## config.mk

```make
export PLATFORM = sky130hd
export DESIGN_NAME = axil_fifo_rd_flat
export DESIGN_NICKNAME = d
export VERILOG_FILES = /design/src/rtl/axil_fifo_rd_pkg.sv /design/src/rtl/axil_fifo_rd_if.sv /design/src/rtl/axil_fifo_rd_sync_fifo_cnt.sv /design/src/rtl/axil_fifo_rd.sv /design/src/flat_wrapper.sv
export SDC_FILE = /design/constraint.sdc
export NUM_CORES = 1
export LEC_CHECK = 0
export CORE_UTILIZATION = 48
export CTS_CLUSTER_DIAMETER = 50
export CTS_CLUSTER_SIZE = 25
export DETAILED_ROUTE_END_ITERATION = 8
export PLACE_DENSITY = 0.76
export SLEW_MARGIN = 20
export SYNTH_ARGS = -nofsm -noshare
export SYNTH_HDL_FRONTEND = slang
export SYNTH_SLANG_ARGS = --single-unit
export TNS_END_PERCENT = 20
```

## constraint.sdc

```tcl
create_clock -name clk -period 2.7 [get_ports clk]
set_input_delay 0.54 -clock clk [delete_from_list [all_inputs] [get_ports clk]]
set_output_delay 0.54 -clock clk [all_outputs]
set_load 0.1 [all_outputs]
```

## src/rtl/axil_fifo_rd_pkg.sv

```systemverilog
// axil_fifo_pkg: shared constants and types for the AXI-lite FIFO read slave.
//   - AXI read response codes
//   - register offsets relative to MEM_BASE
//   - STATUS word bit positions
//   - read-channel FSM state type
package axil_fifo_pkg;

    localparam logic [1:0] RESP_OKAY   = 2'b00;
    localparam logic [1:0] RESP_SLVERR = 2'b10;
    localparam logic [1:0] RESP_DECERR = 2'b11;

    localparam int unsigned OFS_DATA   = 0;
    localparam int unsigned OFS_STATUS = 4;

    localparam int ST_EMPTY   = 0;
    localparam int ST_FULL    = 1;
    localparam int ST_OVF     = 2;
    localparam int ST_CNT_LSB = 8;

    typedef enum logic {
        RD_IDLE,
        RD_RESP
    } rd_state_t;

endpackage

```

## src/rtl/axil_fifo_rd_if.sv

```systemverilog
// axil_fifo_rd_if: AXI-lite read channels (AR + R) only.
//   master modport: drives araddr/arvalid/rready
//   slave modport : drives arready/rdata/rresp/rvalid
interface axil_fifo_rd_if #(
    parameter int ADDR_WIDTH = 32,
    parameter int DATA_WIDTH = 32
) ();
    logic [ADDR_WIDTH-1:0] axi_araddr;
    logic                  axi_arvalid;
    logic                  axi_arready;
    logic [DATA_WIDTH-1:0] axi_rdata;
    logic [1:0]            axi_rresp;
    logic                  axi_rvalid;
    logic                  axi_rready;

    modport master (
        output axi_araddr, axi_arvalid, axi_rready,
        input  axi_arready, axi_rdata, axi_rresp, axi_rvalid
    );

    modport slave (
        input  axi_araddr, axi_arvalid, axi_rready,
        output axi_arready, axi_rdata, axi_rresp, axi_rvalid
    );
endinterface

```

## src/rtl/axil_fifo_rd_sync_fifo_cnt.sv

```systemverilog
// sync_fifo_cnt: circular-buffer FIFO with occupancy counter.
//   clk, rst_n  : clock, synchronous active-low reset
//   psh, din    : push strobe and data (dropped while full unless popping)
//   pop         : pop strobe (ignored while empty)
//   dout        : head word, combinational
//   count       : occupancy 0..DEPTH
//   full, empty : derived from count
//   ovf_pulse   : high in a cycle where a push is being dropped
module sync_fifo_cnt #(
    parameter  int WIDTH = 32,
    parameter  int DEPTH = 4,
    localparam int CNT_W = $clog2(DEPTH + 1),
    localparam int PTR_W = $clog2(DEPTH)
) (
    input  logic             clk,
    input  logic             rst_n,
    input  logic             psh,
    input  logic [WIDTH-1:0] din,
    input  logic             pop,
    output logic [WIDTH-1:0] dout,
    output logic [CNT_W-1:0] count,
    output logic             full,
    output logic             empty,
    output logic             ovf_pulse
);
    logic [WIDTH-1:0] mem_q [DEPTH];
    logic [PTR_W-1:0] wr_ptr_q, wr_ptr_d;
    logic [PTR_W-1:0] rd_ptr_q, rd_ptr_d;
    logic [CNT_W-1:0] count_q, count_d;
    logic             psh_ok, pop_ok;

    assign full      = (count_q == CNT_W'(DEPTH));
    assign empty     = (count_q == '0);
    assign count     = count_q;
    assign dout      = mem_q[rd_ptr_q];
    assign pop_ok    = pop && !empty;
    // A pop on the same edge frees a slot, so a push into a full FIFO is kept.
    assign psh_ok    = psh && (!full || pop_ok);
    assign ovf_pulse = psh && !psh_ok;

    always_comb begin
        wr_ptr_d = wr_ptr_q;
        rd_ptr_d = rd_ptr_q;
        count_d  = count_q;
        if (psh_ok) wr_ptr_d = wr_ptr_q + PTR_W'(1);
        if (pop_ok) rd_ptr_d = rd_ptr_q + PTR_W'(1);
        case ({psh_ok, pop_ok})
            2'b10:   count_d = count_q + CNT_W'(1);
            2'b01:   count_d = count_q - CNT_W'(1);
            default: count_d = count_q;
        endcase
    end

    always_ff @(posedge clk) begin
        if (!rst_n) begin
            wr_ptr_q <= '0;
            rd_ptr_q <= '0;
            count_q  <= '0;
        end else begin
            wr_ptr_q <= wr_ptr_d;
            rd_ptr_q <= rd_ptr_d;
            count_q  <= count_d;
        end
    end

    always_ff @(posedge clk) begin
        if (psh_ok) mem_q[wr_ptr_q] <= din;
    end
endmodule

```

## src/rtl/axil_fifo_rd.sv

```systemverilog
// axil_fifo_rd: AXI-lite read-only slave draining a local receive FIFO.
//   clk, rst_n         : clock, synchronous active-low reset
//   fif_psh, fif_din   : producer push strobe / data
//   fif_full           : FIFO full, pushes while high are dropped
//   axi (slave modport): AR and R channels
// Reads of MEM_BASE pop the head word; MEM_BASE+4 returns
// {count[15:8], overflow, full, empty} and clears the overflow sticky.
// Build option AXIL_FIFO_RD_BLOCK_EN: a DATA read on an empty FIFO is
// stalled on AR until data arrives instead of answering SLVERR.
//
// state   | meaning
// RD_IDLE | arready high, waiting for an AR handshake
// RD_RESP | response registered, rvalid high until rready
module axil_fifo_rd
    import axil_fifo_pkg::*;
#(
    parameter int                    DATA_WIDTH = 32,
    parameter int                    ADDR_WIDTH = 32,
    parameter logic [ADDR_WIDTH-1:0] MEM_BASE   = 32'h1000_0000,
    parameter int                    DEPTH      = 4
) (
    input  logic                  clk,
    input  logic                  rst_n,
    input  logic                  fif_psh,
    input  logic [DATA_WIDTH-1:0] fif_din,
    output logic                  fif_full,
    axil_fifo_rd_if.slave         axi
);
    localparam int CNT_W = $clog2(DEPTH + 1);
    localparam logic [ADDR_WIDTH-1:0] ADDR_DATA   = MEM_BASE + ADDR_WIDTH'(OFS_DATA);
    localparam logic [ADDR_WIDTH-1:0] ADDR_STATUS = MEM_BASE + ADDR_WIDTH'(OFS_STATUS);

    rd_state_t             state_q, state_d;
    logic [DATA_WIDTH-1:0] rdata_q, rdata_d;
    logic [1:0]            rresp_q, rresp_d;
    logic                  rvalid_q, rvalid_d;
    logic                  ovf_q, ovf_d;

    logic [DATA_WIDTH-1:0] head;
    logic [CNT_W-1:0]      count;
    logic                  full, empty, ovf_pulse;
    logic                  is_data, is_status, block_ar, arready, ar_hs, pop;
    logic [DATA_WIDTH-1:0] status_word;

    sync_fifo_cnt #(.WIDTH(DATA_WIDTH), .DEPTH(DEPTH)) u_fifo (
        .clk       (clk),
        .rst_n     (rst_n),
        .psh       (fif_psh),
        .din       (fif_din),
        .pop       (pop),
        .dout      (head),
        .count     (count),
        .full      (full),
        .empty     (empty),
        .ovf_pulse (ovf_pulse)
    );

    assign is_data   = (axi.axi_araddr == ADDR_DATA);
    assign is_status = (axi.axi_araddr == ADDR_STATUS);

`ifdef AXIL_FIFO_RD_BLOCK_EN
    assign block_ar = axi.axi_arvalid && is_data && empty;
`else
    assign block_ar = 1'b0;
`endif

    // Gated by rst_n so arready is low during reset regardless of state_q.
    assign arready = rst_n && (state_q == RD_IDLE) && !block_ar;
    assign ar_hs   = axi.axi_arvalid && arready;
    assign pop     = ar_hs && is_data && !empty;

    always_comb begin
        status_word                        = '0;
        status_word[ST_CNT_LSB +: CNT_W]   = count;
        status_word[ST_OVF]                = ovf_q;
        status_word[ST_FULL]               = full;
        status_word[ST_EMPTY]              = empty;
    end

    always_comb begin
        state_d  = state_q;
        rdata_d  = rdata_q;
        rresp_d  = rresp_q;
        rvalid_d = rvalid_q;
        // A dropped push sets the sticky even when a STATUS read clears it.
        ovf_d    = ovf_pulse ? 1'b1 : ((ar_hs && is_status) ? 1'b0 : ovf_q);
        case (state_q)
            RD_IDLE: begin
                if (ar_hs) begin
                    state_d  = RD_RESP;
                    rvalid_d = 1'b1;
                    if (is_data) begin
                        rdata_d = empty ? '0 : head;
                        rresp_d = empty ? RESP_SLVERR : RESP_OKAY;
                    end else if (is_status) begin
                        rdata_d = status_word;
                        rresp_d = RESP_OKAY;
                    end else begin
                        rdata_d = '0;
                        rresp_d = RESP_DECERR;
                    end
                end
            end
            RD_RESP: begin
                if (axi.axi_rready) begin
                    state_d  = RD_IDLE;
                    rvalid_d = 1'b0;
                end
            end
            default: begin
                state_d  = RD_IDLE;
                rvalid_d = 1'b0;
            end
        endcase
    end

    always_ff @(posedge clk) begin
        if (!rst_n) begin
            state_q  <= RD_IDLE;
            rdata_q  <= '0;
            rresp_q  <= RESP_OKAY;
            rvalid_q <= 1'b0;
            ovf_q    <= 1'b0;
        end else begin
            state_q  <= state_d;
            rdata_q  <= rdata_d;
            rresp_q  <= rresp_d;
            rvalid_q <= rvalid_d;
            ovf_q    <= ovf_d;
        end
    end

    assign axi.axi_arready = arready;
    assign axi.axi_rdata   = rdata_q;
    assign axi.axi_rresp   = rresp_q;
    assign axi.axi_rvalid  = rvalid_q;
    assign fif_full        = full;
endmodule
```

## src/flat_wrapper.sv

```systemverilog
// flat-port wrapper written by rule: the top's interface ports become plain ports
module axil_fifo_rd_flat import axil_fifo_pkg::*;
#(
    parameter int                    DATA_WIDTH = 32,
    parameter int                    ADDR_WIDTH = 32,
    parameter logic [ADDR_WIDTH-1:0] MEM_BASE   = 32'h1000_0000,
    parameter int                    DEPTH      = 4
)
  (clk, rst_n, fif_psh, fif_din, fif_full, axi_axi_araddr, axi_axi_arvalid, axi_axi_rready, axi_axi_arready, axi_axi_rdata, axi_axi_rresp, axi_axi_rvalid);
  axil_fifo_rd_if #(.ADDR_WIDTH(ADDR_WIDTH), .DATA_WIDTH(DATA_WIDTH)) axi_i ();
  input  logic clk;
  input  logic rst_n;
  input  logic fif_psh;
  input  logic [DATA_WIDTH-1:0] fif_din;
  output logic fif_full;
  input wire logic [$bits(axi_i.axi_araddr)-1:0] axi_axi_araddr;
  input wire logic [$bits(axi_i.axi_arvalid)-1:0] axi_axi_arvalid;
  input wire logic [$bits(axi_i.axi_rready)-1:0] axi_axi_rready;
  output wire logic [$bits(axi_i.axi_arready)-1:0] axi_axi_arready;
  output wire logic [$bits(axi_i.axi_rdata)-1:0] axi_axi_rdata;
  output wire logic [$bits(axi_i.axi_rresp)-1:0] axi_axi_rresp;
  output wire logic [$bits(axi_i.axi_rvalid)-1:0] axi_axi_rvalid;
  assign axi_i.axi_araddr = axi_axi_araddr;
  assign axi_i.axi_arvalid = axi_axi_arvalid;
  assign axi_i.axi_rready = axi_axi_rready;
  assign axi_axi_arready = axi_i.axi_arready;
  assign axi_axi_rdata = axi_i.axi_rdata;
  assign axi_axi_rresp = axi_i.axi_rresp;
  assign axi_axi_rvalid = axi_i.axi_rvalid;
  axil_fifo_rd #(.DATA_WIDTH(DATA_WIDTH), .ADDR_WIDTH(ADDR_WIDTH), .MEM_BASE(MEM_BASE), .DEPTH(DEPTH)) u_core (.clk(clk), .rst_n(rst_n), .fif_psh(fif_psh), .fif_din(fif_din), .fif_full(fif_full), .axi(axi_i));
endmodule
```

# Word-level counts from Yosys, hierarchy flattened
# Memory sizes are Yosys's and may differ from the RTL's. A register that Yosys moved wholly into a read port is not among the register bits.
# Index checks and enable logic that the tools add are counted.
# classes
muxes	19
n_eq_ne	7
addsub	4
bitwise_logic	1
n_reduce_logical	17
# ops
operator	n
32-bit by 29-bit equality test with 1-bit output (second input constant)	2
32-bit 2-to-1 mux	2
11-bit 2-to-1 mux	1
2-bit 2-to-1 mux	5
1-bit logical AND	8
1-bit 2-to-1 mux	8
3-bit one-hot mux with 2 select lines	1
2-bit by 1-bit adder with 2-bit output (second input constant)	2
1-bit one-hot mux with 2 select lines	2
2-bit AND reduction	2
2-bit nonzero test	2
3-bit by 1-bit adder with 3-bit output (second input constant)	1
3-bit equality test (second input constant)	1
1-bit zero test	3
3-bit zero test	1
3-bit by 1-bit subtractor with 3-bit output (second input constant)	1
2-bit by 1-bit equality test with 1-bit output (second input constant)	1
2-bit equality test (second input constant)	1
2-bit by 1-bit inequality test with 1-bit output (second input constant)	1
2-bit inequality test (second input constant)	1
1-bit logical OR	1
1-bit inverter	1
# totals
mem_bits_rw	128
ff_bits	44
in_bits	69
out_inout_bits	37
memories	1
# mem_list
memory	depth	word_bits	rd	rd_ports_with_merged_regs	wr	line	rtl
u_core.u_fifo.mem_q	4	32	1	1	1	axil_fifo_rd_sync_fifo_cnt.sv:26	logic [WIDTH-1:0] mem_q [DEPTH];

# Depth between registers and ports, before layout
# depth
ltp_word	11
ltp_mapped	11
ltp_nobuf	9

# Cells and area by module
# A second synthesis with hierarchy kept.
# hier_totals
cells_unflattened	356
area_unflattened_um2	6550.0
# modules_own_cells
mod	seq_area_each_um2	cells_per_inst	n_inst	area_each_um2
sync_fifo_cnt	4023.9	227	1	5138.7
axil_fifo_rd	740.7	129	1	1411.4

# Worst setup path after synthesis
# Ideal clock, no wire load.
# synth_path
path_type	in2reg
from	input port axi_axi_araddr[25]
to	memory u_core.u_fifo.mem_q[0][0], enable pin
path_buffers	0
slack_ps	-145
setup_ps	392
path_stages	5
arrival_time_ps	2453
cell_sequence	nor4_4 nand3_2 or4_1 nand2_1 and2_1
# synth_via
elab_chain_len	8
# synth_lines
item	line	rtl
from (decl)	flat_wrapper.sv:16	input wire logic [$bits(axi_i.axi_araddr)-1:0] axi_axi_araddr;
32-bit by 29-bit equality test with 1-bit output	axil_fifo_rd.sv:58	assign is_data = (axi.axi_araddr == ADDR_DATA);
1-bit logical AND (2 in series)	axil_fifo_rd.sv:70	assign pop = ar_hs && is_data && !empty;
1-bit logical AND	axil_fifo_rd_sync_fifo_cnt.sv:36	assign pop_ok = pop && !empty;
1-bit logical OR	axil_fifo_rd_sync_fifo_cnt.sv:38	assign psh_ok = psh && (!full || pop_ok);
1-bit logical AND	axil_fifo_rd_sync_fifo_cnt.sv:38	
1-bit 2-to-1 mux	axil_fifo_rd_sync_fifo_cnt.sv:67	if (psh_ok) mem_q[wr_ptr_q] <= din;
1-bit 2-to-1 mux (not written as such)	axil_fifo_rd_sync_fifo_cnt.sv:67	
to (decl)	axil_fifo_rd_sync_fifo_cnt.sv:26	
# No other way between the ends.

# Worst setup path after layout
# layout_path
from	input port axi_axi_araddr[8]
to	memory u_core.u_fifo.mem_q[2][12], enable pin
# The elaborated chain is that of the path after synthesis.

==> run summary <==
Total CTS buffers - 17
Chip width - 119 um
Power per cell area - 677 mW/mm^2
Fin. Hold Viols - 0
Initial Utilization - 0.493
Slew @ Worst Pin - 812 ps
First-pass GRT wire length - 22200 um
First-pass detailed-route iteration total - 5
Worst-path clk slew - 60 ps
Final period util - 0.975
IO Count - 106
Req. time, crit path - 2840 ps
CTS sink cnt - 174
Max Cap Viol - 0
Layout cells sized above 1 - 0.275
Hold Path Class - reg -> reg
Die Area - 0.0141 mm^2
Fin Setup TNS - 0 ps
Cells after synthesis - 392
Seq cells post-synth - 174
Net count, final - 599
Crit path DAT - 2770 ps
Synth area leader - edfxtp_1
VDD IR-drop max - 0.460 mV
Largest family of logic cells by synthesized area - multiplexers
Ranking of synthesized cells by area - edfxtp_1, dfxtp_1, mux4_2
Sequential area share after synthesis - 0.726
Total Routing Usage GR - 0.216
CTS tree - built
Final slew viol count - 0
Final setup fails - 0
CP endpoint kind - flop
Clock Tree Buf Depth - 2
Fraction of synthesized area in multiplexers - 0.112
WHS - 459 ps
Top_reg_cell synth - edfxtp_1
Status - finished clean
Placed insts - 681
Min Clock Period, post-route - 2630 ps
Finished layout cell area - 0.00858 mm^2
H-tree lvl count - 4
Number of synthesized flops with an enable pin - 128
Clock skew - 6.37 ps
Clk Latency, worst-skew pair - 430 ps
GRT overflow - 0
Slew margin rel. - 0.459
First DRT Iteration DRCs - 287
Via count - 4023
Cell variety after synth - 37
N_diodes - 0
Post-DP HPWL - 9300 um
Rows - 42
Worst R2R Setup Slack - 520 ps
Final WL - 14500 um
P&R area growth vs syn - 30.8%
Gp weighted congestion - 0.776
Port Buffers - 105
Syn Area/Cell - 16.7 um^2
Max Fclk - 380 MHz
CP Launch Type - primary input
Antenna-violating nets left - 0
Post-DP Area - 0.00796 mm^2
Routed vias/inst - 5.63
Largest net degree at the start of global routing - 33
Antenna violations before repair - 0
Number of global-route vias before repair - 4227
Die height - 119 um
CP max FO - 8
Synth Area in Compound Gates - 0.0605
Layout Cells excl Fill - 714
Synth Area in Adders - 0.0107
Leak Pwr - 2.92 nW
Simple-Gate Fraction of Synth Area - 0.0692
DRC - 0
Core footprint - 0.0133 mm^2
Post-synth top area share - 0.586
Xor/xnor cell area share of the yosys netlist - 0.00267
Synthesized area - 0.00656 mm^2
Crit Path Class - in -> reg
Ys async rst share - 0
CTS Root Buffer Type - clkbuf_16
Post-Syn Nets - 466
Number of synthesis warnings - 0
WL/cell - 20.2 um
layout by cell type (no fill, tap or decap), types with 2 or more instances in the layout:
master and instances:
nor3_1 4, a21oi_1 13, dfxtp_2 2, clkbuf_16 18, clkbuf_1 2, clkinv_2 5, and2_2 4, ha_1 4
nor4_1 5, nand2_1 13, clkdlybuf4s50_1 68, or4_1 2, buf_12 6, nor4_2 3, a31oi_1 2, o211ai_1 3
buf_4 62, xnor2_1 2, nand2b_1 5, bufinv_16 2, inv_1 8, nor2_1 32, edfxtp_1 128, nand4_1 3
or2_2 2, nand3_1 9, o2111ai_1 2, clkbuf_8 2, a22oi_1 31, mux4_2 32, o21ai_0 3, dfxtp_1 44
worst paths after layout:
kind         depth (start not counted)                          startpoint                                    to
min                                  2  u_core.axi.axi_rvalid$_SDFFE_PN0P_    u_core.axi.axi_rvalid$_SDFFE_PN0P_
min reg2reg                          2  u_core.axi.axi_rvalid$_SDFFE_PN0P_    u_core.axi.axi_rvalid$_SDFFE_PN0P_
max reg2reg                          6           u_core.state_q$_SDFF_PN0_  u_core.u_fifo.mem_q[2][12]$_DFFE_PP_
max                                  8                   axi_axi_araddr[8]  u_core.u_fifo.mem_q[2][12]$_DFFE_PP_
routing by layer:
| metal | GRT usage | up-vias | share of wire |
|---|---|---|---|
| met5 | 0 | - | 0 |
| met4 | 0.0807 | 0 | 0.012 |
| met3 | 0.0599 | 19 | 0.079 |
| met2 | 0.359 | 190 | 0.50 |
| met1 | 0.272 | 2009 | 0.41 |
| li1 | - | 1805 | - |
registers in the layout, summed over array words and instances, names as in the netlist, named ones only:
register / flops
u_core.u_fifo.mem_q: 128
u_core.axi.axi_rdata: 32
u_core.u_fifo.count: 3
u_core.axi.axi_rresp: 2
u_core.u_fifo.rd_ptr_q: 2
u_core.u_fifo.wr_ptr_q: 2
u_core.axi.axi_rvalid: 1
u_core.ovf_q: 1
u_core.state_q: 1
metrics by stage:
stage,power [mW],setup WS (ps),util
after floorplan,3.20,-145,-
after global placement,3.41,-234,0.599
after detailed placement,3.42,-287,0.599
after CTS,5.84,157,0.644
after global routing,5.97,-28.3,0.645
final,5.81,67.0,0.645
final cells by class:
class / count / area, um^2
Fill cell: 904 / 4710
Clock inverter: 10 / 110
Multi-Input combinational cell: 187 / 1700
Inverter: 9 / 33.8
Sequential cell: 174 / 4770
Clock buffer: 22 / 485
Tap cell: 176 / 220
Timing Repair Buffer: 136 / 1270
where the power goes:
part,internal [mW],total [mW],switching (mW)
Sequential,2.96,2.99,0.0287
Combinational,0.182,0.383,0.201
Clock,1.46,2.44,0.977
Total,4.60,5.81,1.21
cell families (layout without fill, tap and decap cells):
family | after synthesis | in the layout
xor+xnor | 2 | 2
flops | 174 | 174
compound gates | 58 | 58
fa+ha+maj | 5 | 5
simple gates | 89 | 89
mux | 33 | 33
buf+inv | 31 | 177
cells in the mapped netlist, types with 5 or more instances:
master and n:
dfxtp_1 46, nand3_1 9, nor4_1 8, nand2_1 14, nand2b_1 5, inv_1 8, a22oi_1 31, a21oi_1 13
edfxtp_1 128, nor2_1 32, clkbuf_1 14, buf_2 6, mux4_2 32
worst max-delay path, stage by stage:
cell and delay (ps):
clkdlybuf4s50_1 430, nor4_2 310, nand4_1 190, buf_4 180, or4_1 580, nand2_2 140, and2_2 210, buf_4 200
what timing repair did:
item | CTS | global route
endpoints found under the setup margin | 0 | 3
hold buffers | 0 | 0
buffers inserted | 0 | 1
resized for setup | 0 | 5
No activity file was read; power rests on OpenSTA's default activity.
